$ cat src/rtl/uart_pkg.sv
// Shared state encodings and configuration decode helpers for uart_core.
package uart_pkg;

  typedef enum logic [2:0] {
    TX_IDLE,
    TX_START,
    TX_DATA,
    TX_PARITY,
    TX_STOP
  } tx_state_e;

  typedef enum logic [2:0] {
    RX_IDLE,
    RX_START,
    RX_DATA,
    RX_PARITY,
    RX_STOP,
    RX_BREAK
  } rx_state_e;

  typedef enum logic [1:0] {
    PAR_NONE,
    PAR_EVEN,
    PAR_ODD
  } parity_e;

  function automatic logic [3:0] dbits_count(input logic [1:0] cfg_dbits);
    return 4'd5 + {2'b00, cfg_dbits};
  endfunction

  function automatic logic [7:0] dbits_mask(input logic [1:0] cfg_dbits);
    return 8'hFF >> (3'd3 - {1'b0, cfg_dbits});
  endfunction

  // Encoding 3 is reserved and behaves as "no parity".
  function automatic parity_e parity_decode(input logic [1:0] cfg_parity);
    case (cfg_parity)
      2'd1:    return PAR_EVEN;
      2'd2:    return PAR_ODD;
      default: return PAR_NONE;
    endcase
  endfunction

endpackage

$ cat src/rtl/uart_baud_gen.sv
// Oversample tick divider: one-clk tick every max(div,1) clks, held at zero by clr.
module uart_baud_gen #(
  parameter int DIV_W = 16
) (
  input  logic             clk,
  input  logic             reset_n,
  input  logic             clr,
  input  logic [DIV_W-1:0] div,
  output logic             tick
);

  logic [DIV_W-1:0] cnt_q, cnt_d;
  logic [DIV_W-1:0] div_last;

  always_comb begin
    div_last = (div == '0) ? '0 : div - DIV_W'(1);
    // >= keeps the divider sane if div shrinks below the running count.
    tick     = !clr && (cnt_q >= div_last);
    if (clr || tick) cnt_d = '0;
    else             cnt_d = cnt_q + 1'b1;
  end

  // NOTE: sequential state is updated with non-blocking assignments only, so
  // every flop samples the pre-edge value of every other flop.
  always_ff @(posedge clk or negedge reset_n) begin
    if (!reset_n) cnt_q <= '0;
    else          cnt_q <= cnt_d;
  end

endmodule

$ cat src/rtl/uart_core.sv
// Runtime-configurable full-duplex UART (5-8 data bits, parity, 1/2 stop bits).
// Define UART_LOOPBACK_EN to let cfg_loopback route txd into the receiver.
module uart_core
  import uart_pkg::*;
#(
  parameter int DIV_W      = 16,
  parameter int OVERSAMPLE = 16
) (
  input  logic             clk,
  input  logic             reset_n,
  input  logic [DIV_W-1:0] cfg_div,
  input  logic [1:0]       cfg_dbits,
  input  logic [1:0]       cfg_parity,
  input  logic             cfg_stop2,
  input  logic             cfg_loopback,
  input  logic [7:0]       tx_data,
  input  logic             tx_valid,
  output logic             tx_ready,
  output logic             txd,
  input  logic             rxd,
  output logic [7:0]       rx_data,
  output logic             rx_valid,
  input  logic             rx_ready,
  output logic             rx_parity_err,
  output logic             rx_frame_err,
  output logic             rx_overrun
);

  localparam int               CNT_W    = $clog2(OVERSAMPLE);
  localparam logic [CNT_W-1:0] CNT_LAST = CNT_W'(OVERSAMPLE - 1);
  localparam logic [CNT_W-1:0] CNT_MID  = CNT_W'(OVERSAMPLE / 2 - 1);

  tx_state_e        tx_state_q, tx_state_d;
  logic [7:0]       tx_shift_q, tx_shift_d;
  logic [3:0]       tx_dbits_q, tx_dbits_d;
  logic [2:0]       tx_bit_q, tx_bit_d;
  logic [CNT_W-1:0] tx_cnt_q, tx_cnt_d;
  logic             tx_par_en_q, tx_par_en_d;
  logic             tx_par_bit_q, tx_par_bit_d;
  logic             tx_stop2_q, tx_stop2_d;
  logic             txd_q, txd_d;
  logic             tx_idle, tx_tick, tx_bit_end;
  logic [7:0]       tx_masked;
  parity_e          tx_par_mode;

  assign tx_idle  = (tx_state_q == TX_IDLE);
  assign tx_ready = tx_idle;
  assign txd      = txd_q;

  uart_baud_gen #(.DIV_W(DIV_W)) u_tx_baud (
    .clk, .reset_n, .clr(tx_idle), .div(cfg_div), .tick(tx_tick)
  );

  // NOTE: every variable written here gets its default first, so no path can
  // leave one unassigned and infer a latch.
  always_comb begin
    tx_state_d   = tx_state_q;
    tx_shift_d   = tx_shift_q;
    tx_dbits_d   = tx_dbits_q;
    tx_bit_d     = tx_bit_q;
    tx_cnt_d     = tx_cnt_q;
    tx_par_en_d  = tx_par_en_q;
    tx_par_bit_d = tx_par_bit_q;
    tx_stop2_d   = tx_stop2_q;
    tx_bit_end   = 1'b0;
    tx_par_mode  = parity_decode(cfg_parity);
    tx_masked    = tx_data & dbits_mask(cfg_dbits);

    if (tx_tick) begin
      if (tx_cnt_q == CNT_LAST) begin
        tx_bit_end = 1'b1;
        tx_cnt_d   = '0;
      end else begin
        tx_cnt_d = tx_cnt_q + 1'b1;
      end
    end

    case (tx_state_q)
      TX_IDLE: begin
        tx_cnt_d = '0;
        if (tx_valid) begin
          tx_state_d   = TX_START;
          tx_shift_d   = tx_masked;
          tx_dbits_d   = dbits_count(cfg_dbits);
          tx_par_en_d  = (tx_par_mode != PAR_NONE);
          tx_par_bit_d = (^tx_masked) ^ (tx_par_mode == PAR_ODD);
          tx_stop2_d   = cfg_stop2;
          tx_bit_d     = '0;
        end
      end
      TX_START: if (tx_bit_end) tx_state_d = TX_DATA;
      TX_DATA: if (tx_bit_end) begin
        tx_shift_d = tx_shift_q >> 1;
        if ({1'b0, tx_bit_q} == tx_dbits_q - 4'd1) begin
          tx_bit_d   = '0;
          tx_state_d = tx_par_en_q ? TX_PARITY : TX_STOP;
        end else begin
          tx_bit_d = tx_bit_q + 3'd1;
        end
      end
      TX_PARITY: if (tx_bit_end) tx_state_d = TX_STOP;
      TX_STOP: if (tx_bit_end) begin
        if (tx_stop2_q && tx_bit_q == 3'd0) tx_bit_d   = 3'd1;
        else                                tx_state_d = TX_IDLE;
      end
      default: tx_state_d = TX_IDLE;
    endcase

    // txd is registered from the next state so the pad never sees decode glitches.
    case (tx_state_d)
      TX_START:  txd_d = 1'b0;
      TX_DATA:   txd_d = tx_shift_d[0];
      TX_PARITY: txd_d = tx_par_bit_d;
      default:   txd_d = 1'b1;
    endcase
  end

  always_ff @(posedge clk or negedge reset_n) begin
    if (!reset_n) begin
      tx_state_q   <= TX_IDLE;
      tx_shift_q   <= '0;
      tx_dbits_q   <= 4'd8;
      tx_bit_q     <= '0;
      tx_cnt_q     <= '0;
      tx_par_en_q  <= 1'b0;
      tx_par_bit_q <= 1'b0;
      tx_stop2_q   <= 1'b0;
      txd_q        <= 1'b1;
    end else begin
      tx_state_q   <= tx_state_d;
      tx_shift_q   <= tx_shift_d;
      tx_dbits_q   <= tx_dbits_d;
      tx_bit_q     <= tx_bit_d;
      tx_cnt_q     <= tx_cnt_d;
      tx_par_en_q  <= tx_par_en_d;
      tx_par_bit_q <= tx_par_bit_d;
      tx_stop2_q   <= tx_stop2_d;
      txd_q        <= txd_d;
    end
  end

  logic             rx_in, sync1_q, sync2_q;
  rx_state_e        rx_state_q, rx_state_d;
  logic [7:0]       rx_shift_q, rx_shift_d;
  logic [3:0]       rx_dbits_q, rx_dbits_d;
  logic [2:0]       rx_bit_q, rx_bit_d;
  logic [CNT_W-1:0] rx_cnt_q, rx_cnt_d;
  parity_e          rx_par_mode_q, rx_par_mode_d;
  logic             rx_perr_q, rx_perr_d;
  logic             rx_tick, rx_sample, rx_done;
  logic [7:0]       rx_data_q, rx_data_d;
  logic             rx_valid_q, rx_valid_d;
  logic             rx_parity_err_q, rx_parity_err_d;
  logic             rx_frame_err_q, rx_frame_err_d;
  logic             rx_overrun_q, rx_overrun_d;

`ifdef UART_LOOPBACK_EN
  assign rx_in = cfg_loopback ? txd_q : rxd;
`else
  logic unused_loopback;
  assign unused_loopback = cfg_loopback;
  assign rx_in           = rxd;
`endif

  assign rx_data       = rx_data_q;
  assign rx_valid      = rx_valid_q;
  assign rx_parity_err = rx_parity_err_q;
  assign rx_frame_err  = rx_frame_err_q;
  assign rx_overrun    = rx_overrun_q;

  uart_baud_gen #(.DIV_W(DIV_W)) u_rx_baud (
    .clk, .reset_n, .clr(1'b0), .div(cfg_div), .tick(rx_tick)
  );

  always_comb begin
    rx_state_d    = rx_state_q;
    rx_shift_d    = rx_shift_q;
    rx_dbits_d    = rx_dbits_q;
    rx_bit_d      = rx_bit_q;
    rx_cnt_d      = rx_cnt_q;
    rx_par_mode_d = rx_par_mode_q;
    rx_perr_d     = rx_perr_q;
    rx_sample     = 1'b0;
    rx_done       = 1'b0;

    // The start bit is checked at mid-bit; every later sample is one bit period on.
    if (rx_tick && rx_state_q != RX_IDLE && rx_state_q != RX_BREAK) begin
      if (rx_cnt_q == ((rx_state_q == RX_START) ? CNT_MID : CNT_LAST)) begin
        rx_sample = 1'b1;
        rx_cnt_d  = '0;
      end else begin
        rx_cnt_d = rx_cnt_q + 1'b1;
      end
    end

    case (rx_state_q)
      RX_IDLE: if (rx_tick && !sync2_q) begin
        rx_state_d    = RX_START;
        rx_cnt_d      = '0;
        rx_bit_d      = '0;
        rx_shift_d    = '0;
        rx_perr_d     = 1'b0;
        rx_dbits_d    = dbits_count(cfg_dbits);
        rx_par_mode_d = parity_decode(cfg_parity);
      end
      RX_START: if (rx_sample) rx_state_d = sync2_q ? RX_IDLE : RX_DATA;
      RX_DATA: if (rx_sample) begin
        rx_shift_d[rx_bit_q] = sync2_q;
        if ({1'b0, rx_bit_q} == rx_dbits_q - 4'd1) begin
          rx_bit_d   = '0;
          rx_state_d = (rx_par_mode_q != PAR_NONE) ? RX_PARITY : RX_STOP;
        end else begin
          rx_bit_d = rx_bit_q + 3'd1;
        end
      end
      RX_PARITY: if (rx_sample) begin
        rx_perr_d  = sync2_q ^ (^rx_shift_q) ^ (rx_par_mode_q == PAR_ODD);
        rx_state_d = RX_STOP;
      end
      RX_STOP: if (rx_sample) begin
        rx_done    = 1'b1;
        rx_state_d = sync2_q ? RX_IDLE : RX_BREAK;
      end
      RX_BREAK: if (sync2_q) rx_state_d = RX_IDLE;
      default: rx_state_d = RX_IDLE;
    endcase
  end

  // A full holding register drops the new word unless it is being popped this clk.
  always_comb begin
    rx_data_d       = rx_data_q;
    rx_valid_d      = rx_valid_q;
    rx_parity_err_d = rx_parity_err_q;
    rx_frame_err_d  = rx_frame_err_q;
    rx_overrun_d    = 1'b0;
    if (rx_done) begin
      if (rx_valid_q && !rx_ready) begin
        rx_overrun_d = 1'b1;
      end else begin
        rx_data_d       = rx_shift_q;
        rx_parity_err_d = rx_perr_q;
        rx_frame_err_d  = !sync2_q;
        rx_valid_d      = 1'b1;
      end
    end else if (rx_valid_q && rx_ready) begin
      rx_valid_d = 1'b0;
    end
  end

  always_ff @(posedge clk or negedge reset_n) begin
    if (!reset_n) begin
      sync1_q         <= 1'b1;
      sync2_q         <= 1'b1;
      rx_state_q      <= RX_IDLE;
      rx_shift_q      <= '0;
      rx_dbits_q      <= 4'd8;
      rx_bit_q        <= '0;
      rx_cnt_q        <= '0;
      rx_par_mode_q   <= PAR_NONE;
      rx_perr_q       <= 1'b0;
      rx_data_q       <= '0;
      rx_valid_q      <= 1'b0;
      rx_parity_err_q <= 1'b0;
      rx_frame_err_q  <= 1'b0;
      rx_overrun_q    <= 1'b0;
    end else begin
      sync1_q         <= rx_in;
      sync2_q         <= sync1_q;
      rx_state_q      <= rx_state_d;
      rx_shift_q      <= rx_shift_d;
      rx_dbits_q      <= rx_dbits_d;
      rx_bit_q        <= rx_bit_d;
      rx_cnt_q        <= rx_cnt_d;
      rx_par_mode_q   <= rx_par_mode_d;
      rx_perr_q       <= rx_perr_d;
      rx_data_q       <= rx_data_d;
      rx_valid_q      <= rx_valid_d;
      rx_parity_err_q <= rx_parity_err_d;
      rx_frame_err_q  <= rx_frame_err_d;
      rx_overrun_q    <= rx_overrun_d;
    end
  end

endmodule

$ cat config.mk
export PLATFORM = sky130hd
export DESIGN_NAME = uart_core
export DESIGN_NICKNAME = d
export VERILOG_FILES = /design/src/rtl/uart_pkg.sv /design/src/rtl/uart_baud_gen.sv /design/src/rtl/uart_core.sv
export SDC_FILE = /design/constraint.sdc
export NUM_CORES = 1
export LEC_CHECK = 0
export BUFFER_PORTS_ARGS = -buffer_cell sky130_fd_sc_hd__buf_2
export CAP_MARGIN = 5
export CORE_MARGIN = 2
export CORE_UTILIZATION = 40
export DETAILED_ROUTE_END_ITERATION = 10
export HOLD_SLACK_MARGIN = 0.06
export PLACE_DENSITY_LB_ADDON = 0.25
export SLEW_MARGIN = 10
export SYNTH_ARGS = -nofsm -noshare
export SYNTH_HDL_FRONTEND = slang
export SYNTH_HIERARCHICAL = 1
export SYNTH_SLANG_ARGS = --single-unit
$ cat constraint.sdc
create_clock -name clk -period 3.4 [get_ports clk]
set_input_delay 0.17 -clock clk [delete_from_list [all_inputs] [get_ports clk]]
set_output_delay 0.17 -clock clk [all_outputs]
set_load 0.005 [all_outputs]
==> metrics, run 1 <==
initial antenna violation count=0; synthesis-to-finish area growth=24.9%; gr ovfl total=0; Clk pwr share=36.1%; total wire length=15.4 mm; number of detailed-route iterations in the first pass=5; Fill cells=1522; Leak=3.79 nW; syn_area_per_cell=9.10 sq um; Antenna Nets Post-Route=0; Logic pwr share=17.9%; WL/cell=14.7 um; I/O Pins=49; RSZ-0062 raised after global routing=yes; Setup CP Type=input pin to flop; post-route setup slack=10.6 ps; crit start category=input pin; Buf/Inv on CP=2; maximum clock rate=295 MHz; Internal=2.04 mW; clock-pin slew on the worst setup and hold paths=70 ps; die area=0.0173 sq mm; I/O Buffers=47; diode count=0; FF-to-FF End=rx_bit_q[2]$_DFFE_PN0P_; die outline height=132 um; # DRC=0; clk root buf=clkbuf_16; starting density of the core=41.1%; largest net degree at the start of global routing=37; post-route cell area=0.00815 sq mm; CP Depth=17; worst hold slack=67.6 ps; Net Switching=783 uW; crit path max-delay cell type=or3_4; crit path launch=cfg_div[11]; GPL Wtd Cong=0.875; core area=0.0159 sq mm; clock net sink count=97; First DRT Iteration DRCs=317; Slew HR=61.1%; pwr dens=347 mW/mm^2; routed vias/inst=5.34; Tot Pwr=2.83 mW; chip width=132 um; Main synth FF type=dfrtp_1; Arrival @ worst endpoint=3660 ps; Site Rows=46; Syn Nets=801; beginning of the worst register-to-register path=u_rx_baud/cnt_q[0]$_DFF_PN0_; count of pins over their slew limit=0; fin crit share=99.7%; delay-heaviest family, CP=simple AND/OR/NAND/NOR gates; net switching fraction of the power=27.7%; pre-CTS setup slack=-346 ps; Hold Crit Class=input pin to flop; crit path cell chain=buf_6 -> or3_4 -> or3_4 -> or3_4 -> nor3b_4 -> a21oi_2 -> ha_1 -> nand4_1 -> nor2_2 -> a31oi_2 -> a31oi_2 -> and4_4 -> buf_6 -> nand2_4 -> nor3_4 -> nand4b_1 -> o311a_1; register area share after synthesis=37.3%; Placed Area=0.00749 sq mm; Final setup viols=0; R2R setup slack=540 ps; H-tree level count=3; Hold Vio Cnt, Final=0; post-synthesis cell count=717; Post-synth EDFFs=0; skew final=7.04 ps; yosys warns=6; Setup crit end=txd$_DFF_PN1_; Max-cap violations=0; Worst setup EP type=flop; FF-to-FF path depth=13; Critical Path RT=3670 ps; count of cell types in the netlist=70; layout cells sized above 1=25.8%; setup_tns=0 ps; Most common cell on crit path=or3_4; CTS tree=done; clock tree buffer depth=2; Reg power frac=46.0%; run status=completed; total track usage=17.5%; async set-reset flop share out of synthesis=100%; vias in the first global route=5417; Final nets=916; CTS Buf Count=9; minimum clock period=3390 ps; worst skew pair latency=350 ps; via count=5622; maximum single-stage delay on the critical path=380 ps; Least-Margin Pin Slew=582 ps; mapped cell area=0.00652 sq mm; Worst Path Max Fanout=8; Yosys reg bits=97; VDD IR-drop max=0.243 mV; first-pass GRT wire length=25.3 mm; post-DP HPWL=11.3 mm
cell usage after synthesis (13+ instances only):
library cell  number  share of area (%)
nand2_1           95                5.5
dfrtp_1           92                 35
nor2_1            57                3.3
ha_1              49                9.4
xnor2_1           46                6.2
inv_1             32                1.8
nand3_1           32                2.5
nor3_1            32                2.5
xor2_1            30                4.0
o21ai_0           25                1.9
a21oi_1           22                1.7
clkbuf_1          20                1.2
mux2_2            14                2.4
nand4_1           13                1.2
power groups by stage:
stage / logic, mW / registers, mW / clock network (mW)
3_5_place_dp: 0.460 / 1.32 / 0
3_3_place_gp: 0.445 / 1.32 / 0
5_1_grt: 0.572 / 1.31 / 1.10
2_1_floorplan: 0.303 / 1.28 / 0
4_1_cts: 0.466 / 1.30 / 1.05
6_report: 0.506 / 1.30 / 1.02
cell type report:
type                       instances  area (sq um)  area share, %
sequential                        97          2430           29.9
timing repair buffer             130           900           11.0
multi-input combinational        562          4130           50.6
clock buffer                      12           246           3.02
inverter                          32           120           1.47
tap                              216           270           3.32
clock inverter                     4          52.6          0.645
routing by layer:
metal	track usage (%)	routed length (um)	vias to the layer above
met5	0	0	-
met3	3.28	536	13
met4	4.71	170	0
met1	23.2	7040	2720
met2	29.4	7700	113
li1	-	-	2776
metrics by stage:
stage,instances,util [%]
global placement,1022,47.1
CTS,1041,49.2
floorplan,717,-
global route,1053,51.3
finish,1053,51.3
detailed placement,1022,47.1
worst reg2reg max path, cell delays in order, from the launching register on:
cell and delay, ps:
dfrtp_1 450, inv_1 80, ha_1 290, nand2b_1 150
a2111oi_2 480, nor4_2 100, o21a_1 230, buf_6 120
buf_4 140, a22oi_2 240, buf_4 170, nor3b_1 40
o221ai_1 180, nand2_1 80
kinds of logic after synthesis:
logic type / after synthesis / synth area share, %
mux: 23 / 3.80
buf+inv: 58 / 3.49
xor+xnor: 76 / 10.2
flops: 97 / 37.3
other cells: 1 / 0.0575
simple gates: 313 / 24.7
compound gates: 100 / 11.1
fa+ha+maj: 49 / 9.40
cell usage in the layout (no fill, tap or decap), drive strengths merged, types with 4 or more instances in the layout:
| master | synthesis | final |
|---|---|---|
| nand2 | 95 | 95 |
| buf | 5 | 127 |
| inv | 32 | 32 |
| a222oi | 4 | 4 |
| dfstp | 5 | 5 |
| xnor2 | 46 | 46 |
| or4 | 4 | 4 |
| nor3b | 9 | 9 |
| a221o | 4 | 4 |
| nor2b | 8 | 8 |
| o31ai | 6 | 6 |
| nor2 | 57 | 57 |
| o21a | 5 | 5 |
| a211oi | 6 | 6 |
| a21oi | 22 | 22 |
| clkbuf | 21 | 12 |
| xor2 | 30 | 30 |
| nand4b | 4 | 4 |
| dfrtp | 92 | 92 |
| nand3 | 32 | 32 |
| or2 | 4 | 4 |
| and4 | 6 | 6 |
| ha | 49 | 49 |
| nand2b | 12 | 12 |
| nand3b | 6 | 6 |
| nand4 | 15 | 15 |
| nor3 | 32 | 32 |
| nor4 | 11 | 11 |
| mux2i | 9 | 9 |
| o21ai | 25 | 25 |
| mux2 | 14 | 14 |
| or3 | 6 | 6 |
sequential cells by signal (all words and copies together), names as in the netlist, 2 cells and up:
name             flops
rx_par_mode_q        2
rx_shift_q           8
rx_bit_q             3
rx_dbits_q           4
u_tx_baud/cnt_q     16
tx_dbits_q           4
tx_shift_q           8
rx_state_q           3
u_rx_baud/cnt_q     16
rx_cnt_q             4
rx_data              8
tx_cnt_q             4
tx_bit_q             3
tx_state_q           3
repair_timing:
item                       CTS  global route
gates resized for setup      1            49
setup endpoints to repair    1            32
pin swaps                    0            31
hold buffers                 3             0
hold endpoints to repair    34             0
buffers inserted             0            12
worst min-delay path by stage:
stage                            start  depth (start not counted)  slack, ps                         to
after floorplan                reset_n                          0       -130    rx_bit_q[0]$_DFFE_PN0P_
after global placement         reset_n                          1        160     tx_par_bit_q$_DFF_PN0_
after detailed placement       reset_n                          1        160     tx_par_bit_q$_DFF_PN0_
after CTS                 cfg_dbits[0]                          2         60  rx_dbits_q[0]$_DFFE_PN0P_
after global routing      cfg_dbits[0]                          2         80  tx_dbits_q[0]$_DFFE_PN0P_
final                     cfg_dbits[0]                          2         70  rx_dbits_q[0]$_DFFE_PN0P_
(Power assumes the default switching activity.)
==> run 2: changes to the inputs <==
Settings changed: CORE_ASPECT_RATIO set to 1.1.
==> metrics, run 2 (synthesis gave the netlist of run 1 again) <==
skew final=7.27 ps (+0.232 ps); Internal=2.12 mW (+3.9%); beginning of the worst register-to-register path=u_rx_baud/cnt_q[13]$_DFF_PN0_; Fill cells=1482 (-2.6%); R2R setup slack=560 ps (+20 ps); Net Switching=784 uW (about the same); Arrival @ worst endpoint=3610 ps (-50 ps); diode count=0 (unchanged); chip width=126 um (-4.5%); final core utilization=51.6% (+0.27 points); min-delay src=cfg_dbits[0]; core area=0.0159 sq mm (-0.19%); Least-Margin Pin Slew=983 ps (+400 ps); Logic pwr share=17.5% (-0.4 points); clk root buf=clkbuf_16; crit path max-delay cell type=or3_1; RSZ-0062 raised after global routing=yes; Critical Path RT=3680 ps (about the same); net switching fraction of the power=27.0% (-0.75 points); Reg power frac=44.6% (-1.4 points); WHS Endpoint=rx_dbits_q[0]$_DFFE_PN0P_; Inst Count DP=1015 (-0.68%); Hold Vio Cnt, Final=0 (unchanged); hold depth=2 (unchanged); post-route cell area=0.00818 sq mm (+0.34%); total wire length=14.8 mm (-3.9%); Finished Layout Cells=1040 (-1.2%); vias in the first global route=5472 (+1.0%); initial antenna violation count=0 (unchanged); FF-to-FF path depth=10 (-3); Hold Crit Class=input pin to flop; Leak=3.84 nW (+1.3%); Worst setup EP type=flop; # DRC=0 (unchanged); Most common cell on crit path=or3_4; Max-cap violations=0 (unchanged); H-tree level count=3 (unchanged); Antenna Nets Post-Route=0 (unchanged); largest net degree at the start of global routing=79 (+110%); GPL Wtd Cong=0.835 (-4.6%); FF-to-FF End=rx_state_q[1]$_DFFE_PN0P_; number of detailed-route iterations in the first pass=7 (+2); Final setup viols=0 (unchanged); post-route setup slack=70.8 ps (+60.2 ps); I/O Pins=49 (unchanged); die area=0.0173 sq mm (about the same); first-pass GRT wire length=25.2 mm (-0.60%); routed vias/inst=5.31 (-0.55%); maximum clock rate=300 MHz (+1.8%); layout cells sized above 1=25.5% (-0.33 points); clock-pin slew on the worst setup and hold paths=60 ps (about the same); pwr dens=356 mW/mm^2 (+2.5%); fin crit share=97.9% (-1.8 points); starting density of the core=41.1% (+0.078 points); crit path launch=cfg_div[11]; crit path cell chain=buf_6 -> or3_4 -> or3_4 -> or3_4 -> buf_8 -> nand2_1 -> mux2_2 -> ha_1 -> nand4_1 -> nor2_2 -> a41oi_2 -> a31oi_4 -> and4_4 -> buf_6 -> nand3_4 -> or3_1 -> nand3_1; WL/cell=14.3 um (-2.7%); post-DP HPWL=11.1 mm (-1.4%); worst skew pair latency=350 ps (about the same); CTS tree=done; Placed Area=0.00754 sq mm (+0.63%); Final nets=919 (+0.33%); CTS Buf Count=9 (unchanged); clock net sink count=97 (unchanged); clock tree buffer depth=2 (unchanged); gr ovfl total=0 (unchanged); run status=completed; minimum clock period=3330 ps (-60.2 ps); VDD IR-drop max=0.262 mV (+7.6%); commonest non-fill, non-tap cell in the layout=dfrtp_1; total track usage=17.5% (+0.060 points); Slew HR=34.5% (-27 points); commonest cells after routing, fill and taps aside=dfrtp_1 (92), nand2_1 (91), buf_4 (80), nor2_1 (55), ha_1 (48); synthesis-to-finish area growth=25.4%; pre-CTS setup slack=-406 ps (-60.6 ps); Site Rows=48 (+4.3%); Largest regs=u_rx_baud/cnt_q: 16 flops, u_tx_baud/cnt_q: 16 flops; crit start category=input pin; First DRT Iteration DRCs=249 (-21%); maximum single-stage delay on the critical path=400 ps (+20 ps); die outline height=138 um (+4.7%); Worst Path Max Fanout=7 (-1); Setup CP Type=input pin to flop; worst hold slack=72.1 ps (+4.52 ps); count of pins over their slew limit=0 (unchanged); via count=5522 (-1.8%); Clk pwr share=37.9% (+1.8 points); I/O Buffers=47 (unchanged)
==> run 2: cell count changes in the layout (fill, tap and decap cells not counted), sizes merged <==
cell / before / now
buf: 127 / 128
bufinv: 1 / 2
inv: 32 / 33
clkinv: 0 / 2
clkinvlp: 3 / 1
==> run 2: worst max-delay path, delay by kind of cell <==
family,cells,cell delay (ps)
simple gates,10,2440
buf+inv,3,370
compound gates,2,370
mux,1,140
fa+ha+maj,1,120
==> run 2: worst max path at each step <==
stage	to	cells past startpoint
3_5_place_dp	tx_bit_q[2]$_DFFE_PN0P_	17
3_3_place_gp	tx_bit_q[2]$_DFFE_PN0P_	16
5_1_grt	tx_bit_q[0]$_DFFE_PN0P_	17
4_1_cts	tx_bit_q[2]$_DFFE_PN0P_	17
2_1_floorplan	tx_shift_q[1]$_DFFE_PN0P_	17
6_report	tx_bit_q[0]$_DFFE_PN0P_	17
==> run 2: power by group through the flow <==
| stage | Sequential, mW | Combinational, mW | Clock (mW) |
|---|---|---|---|
| final | 1.30 | 0.508 | 1.10 |
| after global routing | 1.31 | 0.576 | 1.18 |
| after CTS | 1.30 | 0.478 | 1.14 |
| after detailed placement | 1.32 | 0.472 | 0 |
| after global placement | 1.31 | 0.458 | 0 |
| after floorplan | 1.28 | 0.303 | 0 |
==> run 2: what timing repair did <==
| action | in CTS | in global routing |
|---|---|---|
| gates cloned | 0 | 1 |
| pin swaps | 0 | 9 |
| hold buffers | 3 | 0 |
| hold endpoints to repair | 74 | 0 |
| endpoints found under the setup margin | 2 | 36 |
| setup buffers | 0 | 5 |
| resized for setup | 2 | 43 |
==> run 2: metal layers <==
layer  vias to the layer above  share of wire, %  track usage (%)
met5                         -                 0                0
met3                        13               3.4             3.90
li1                       2774                 -                -
met2                        94                49             30.5
met4                         0              0.97             4.21
met1                      2641                46             22.4
==> run 2: layout make-up <==
type                    count  area, sq um  share of cell area (%)
clock buffers              10          239                    2.92
well taps                 200          250                    3.06
inverters                  32          120                    1.47
multi-input cells         562         4110                    50.3
flip-flops and latches     97         2430                    29.8
repair buffers            133          932                    11.4
clock inverters             6         90.1                    1.10
==> run 2: per-stage QoR <==
step           power, mW  setup TNS, ps
2_1_floorplan       1.59          -1270
3_3_place_gp        1.77          -7490
3_5_place_dp        1.79          -8920
4_1_cts             2.91              0
5_1_grt             3.07           -428
6_report            2.91              0
==> run 3: changes to the inputs <==
Settings changed: REMOVE_ABC_BUFFERS set to 1, SKIP_CTS_REPAIR_TIMING set to 1.
==> metrics, run 3 (synthesis gave the netlist of run 1 again) <==
maximum clock rate=296 MHz (-1.4%); Arrival @ worst endpoint=3590 ps (-20 ps); diode count=0 (unchanged); I/O Pins=49 (unchanged); die outline height=138 um (unchanged); Hold Vio Cnt, Final=0 (unchanged); setup_tns=0 ps (unchanged); total track usage=17.7% (+0.12 points); worst skew pair latency=340 ps (about the same); Placed Area=0.00750 sq mm (-0.51%); post-route cell area=0.00806 sq mm (-1.4%); worst hold slack=58.4 ps (-13.7 ps); post-DP HPWL=11.6 mm (+3.9%); Register Area=0.00243 sq mm (unchanged); number of detailed-route iterations in the first pass=5 (-2); Slew HR=37.8% (+3.4 points); RSZ-0062 raised after global routing=yes; FF-to-FF path depth=12 (+2); crit path cell chain=buf_6 -> or3_4 -> or3_4 -> or3_4 -> and2_1 -> ha_1 -> nand2b_1 -> a2111o_1 -> a31oi_1 -> a31oi_2 -> and4_4 -> nand2_2 -> nor3_2 -> buf_4 -> a221o_1; Max-cap violations=0 (unchanged); Hold Crit Class=input pin to flop; Worst setup EP type=flop; GPL Wtd Cong=0.860 (+3.0%); gr ovfl total=0 (unchanged); final core utilization=50.9% (-0.73 points); WL/cell=14.7 um (+3.0%); run status=completed; first-pass GRT wire length=25.5 mm (+1.3%); core area=0.0159 sq mm (unchanged); Leak=3.81 nW (-0.76%); chip width=126 um (unchanged); Final nets=922 (+0.33%); layout cells sized above 1=24.4% (-1.0 points); delay-heaviest family, CP=simple AND/OR/NAND/NOR gates; hold depth=2 (unchanged); clock-pin slew on the worst setup and hold paths=70 ps (about the same); I/O Buffers=47 (unchanged); clk root buf=clkbuf_16; routed vias/inst=5.34 (+0.60%); die area=0.0173 sq mm (unchanged); skew final=7.80 ps (+0.532 ps); VDD IR-drop max=0.195 mV (-26%); Antenna Nets Post-Route=0 (unchanged); Fill cells=1466 (-1.1%); most used routing layer=met2; footprint of the multi-input gates=0.00400 sq mm (-2.7%); H-tree level count=3 (unchanged); routing usage on met2=30.3% (-0.21 points); largest net degree at the start of global routing=75 (-5.1%); minimum clock period=3380 ps (+46.8 ps); Worst Path Max Fanout=8 (+1); CTS tree=done; clock net sink count=97 (unchanged); maximum single-stage delay on the critical path=410 ps (about the same); count of pins over their slew limit=0 (unchanged); Tot Pwr=2.89 mW (-0.50%); M3 GR Usage=2.31% (-1.6 points); clock tree buffer depth=2 (unchanged); synthesis-to-finish area growth=23.6%; crit path max-delay cell type=a2111o_1; Setup CP Type=input pin to flop; total wire length=15.3 mm (+3.3%); initial antenna violation count=0 (unchanged); Final setup viols=0 (unchanged); met1 Track Usage GR=23.6% (+1.2 points); # DRC=0 (unchanged); Least-Margin Pin Slew=932 ps (-50.3 ps); Site Rows=48 (unchanged); Largest regs=u_rx_baud/cnt_q: 16 flops, u_tx_baud/cnt_q: 16 flops; via count=5571 (+0.89%); Buf/Inv on CP=2 (-1); CP Depth=15 (-2); starting density of the core=41.1% (unchanged); Critical Path RT=3620 ps (-60 ps); commonest cells after routing, fill and taps aside=nand2_1 (92), dfrtp_1 (92), buf_4 (84), nor2_1 (55), ha_1 (49); fin crit share=99.3% (+1.4 points); pwr dens=359 mW/mm^2 (+0.92%); CTS Buf Count=9 (unchanged); crit start category=input pin; vias in the first global route=5414 (-1.1%); Most common cell on crit path=or3_4; First DRT Iteration DRCs=227 (-8.8%)
run 3: report_power, final:
part	switching, mW	leakage [nW]	internal (mW)
Sequential	0.0889	1.30	1.21
Clock	0.450	0.162	0.654
Combinational	0.254	2.35	0.238
Total	0.793	3.81	2.10
run 3: per-stage QoR:
stage | instances | worst slack (ps)
after floorplan | 691 | -736
after global placement | 1017 | -356
after detailed placement | 1017 | -468
after CTS | 1033 | -120
after global routing | 1043 | -114
final | 1043 | 23.9
run 3: cell type report:
class	instances	area share (%)
clock inverters	7	1.27
clock buffers	9	2.79
flip-flops and latches	97	30.2
repair buffers	136	11.5
well taps	200	3.10
multi-input cells	562	49.6
inverters	32	1.49
run 3: path summary, 6_finish.rpt:
path	start	endpoint	slack, ps
setup / recovery	cfg_div[11]	tx_shift_q[5]$_DFFE_PN0P_	20
hold / removal	cfg_dbits[0]	rx_dbits_q[0]$_DFFE_PN0P_	60
setup reg to reg	u_rx_baud/cnt_q[0]$_DFF_PN0_	rx_data[4]$_DFFE_PN0P_	450
hold reg to reg	sync1_q$_DFF_PN1_	sync2_q$_DFF_PN1_	360
max in group asynchronous	reset_n	txd$_DFF_PN1_	2090
min in group asynchronous	reset_n	u_tx_baud/cnt_q[12]$_DFF_PN0_	510
run 3: per-layer routing:
| layer | part of all wire (%) | vias up |
|---|---|---|
| met4 | 1.7 | 0 |
| met3 | 2.5 | 18 |
| met5 | 0 | - |
| li1 | - | 2778 |
| met2 | 48 | 97 |
| met1 | 48 | 2678 |
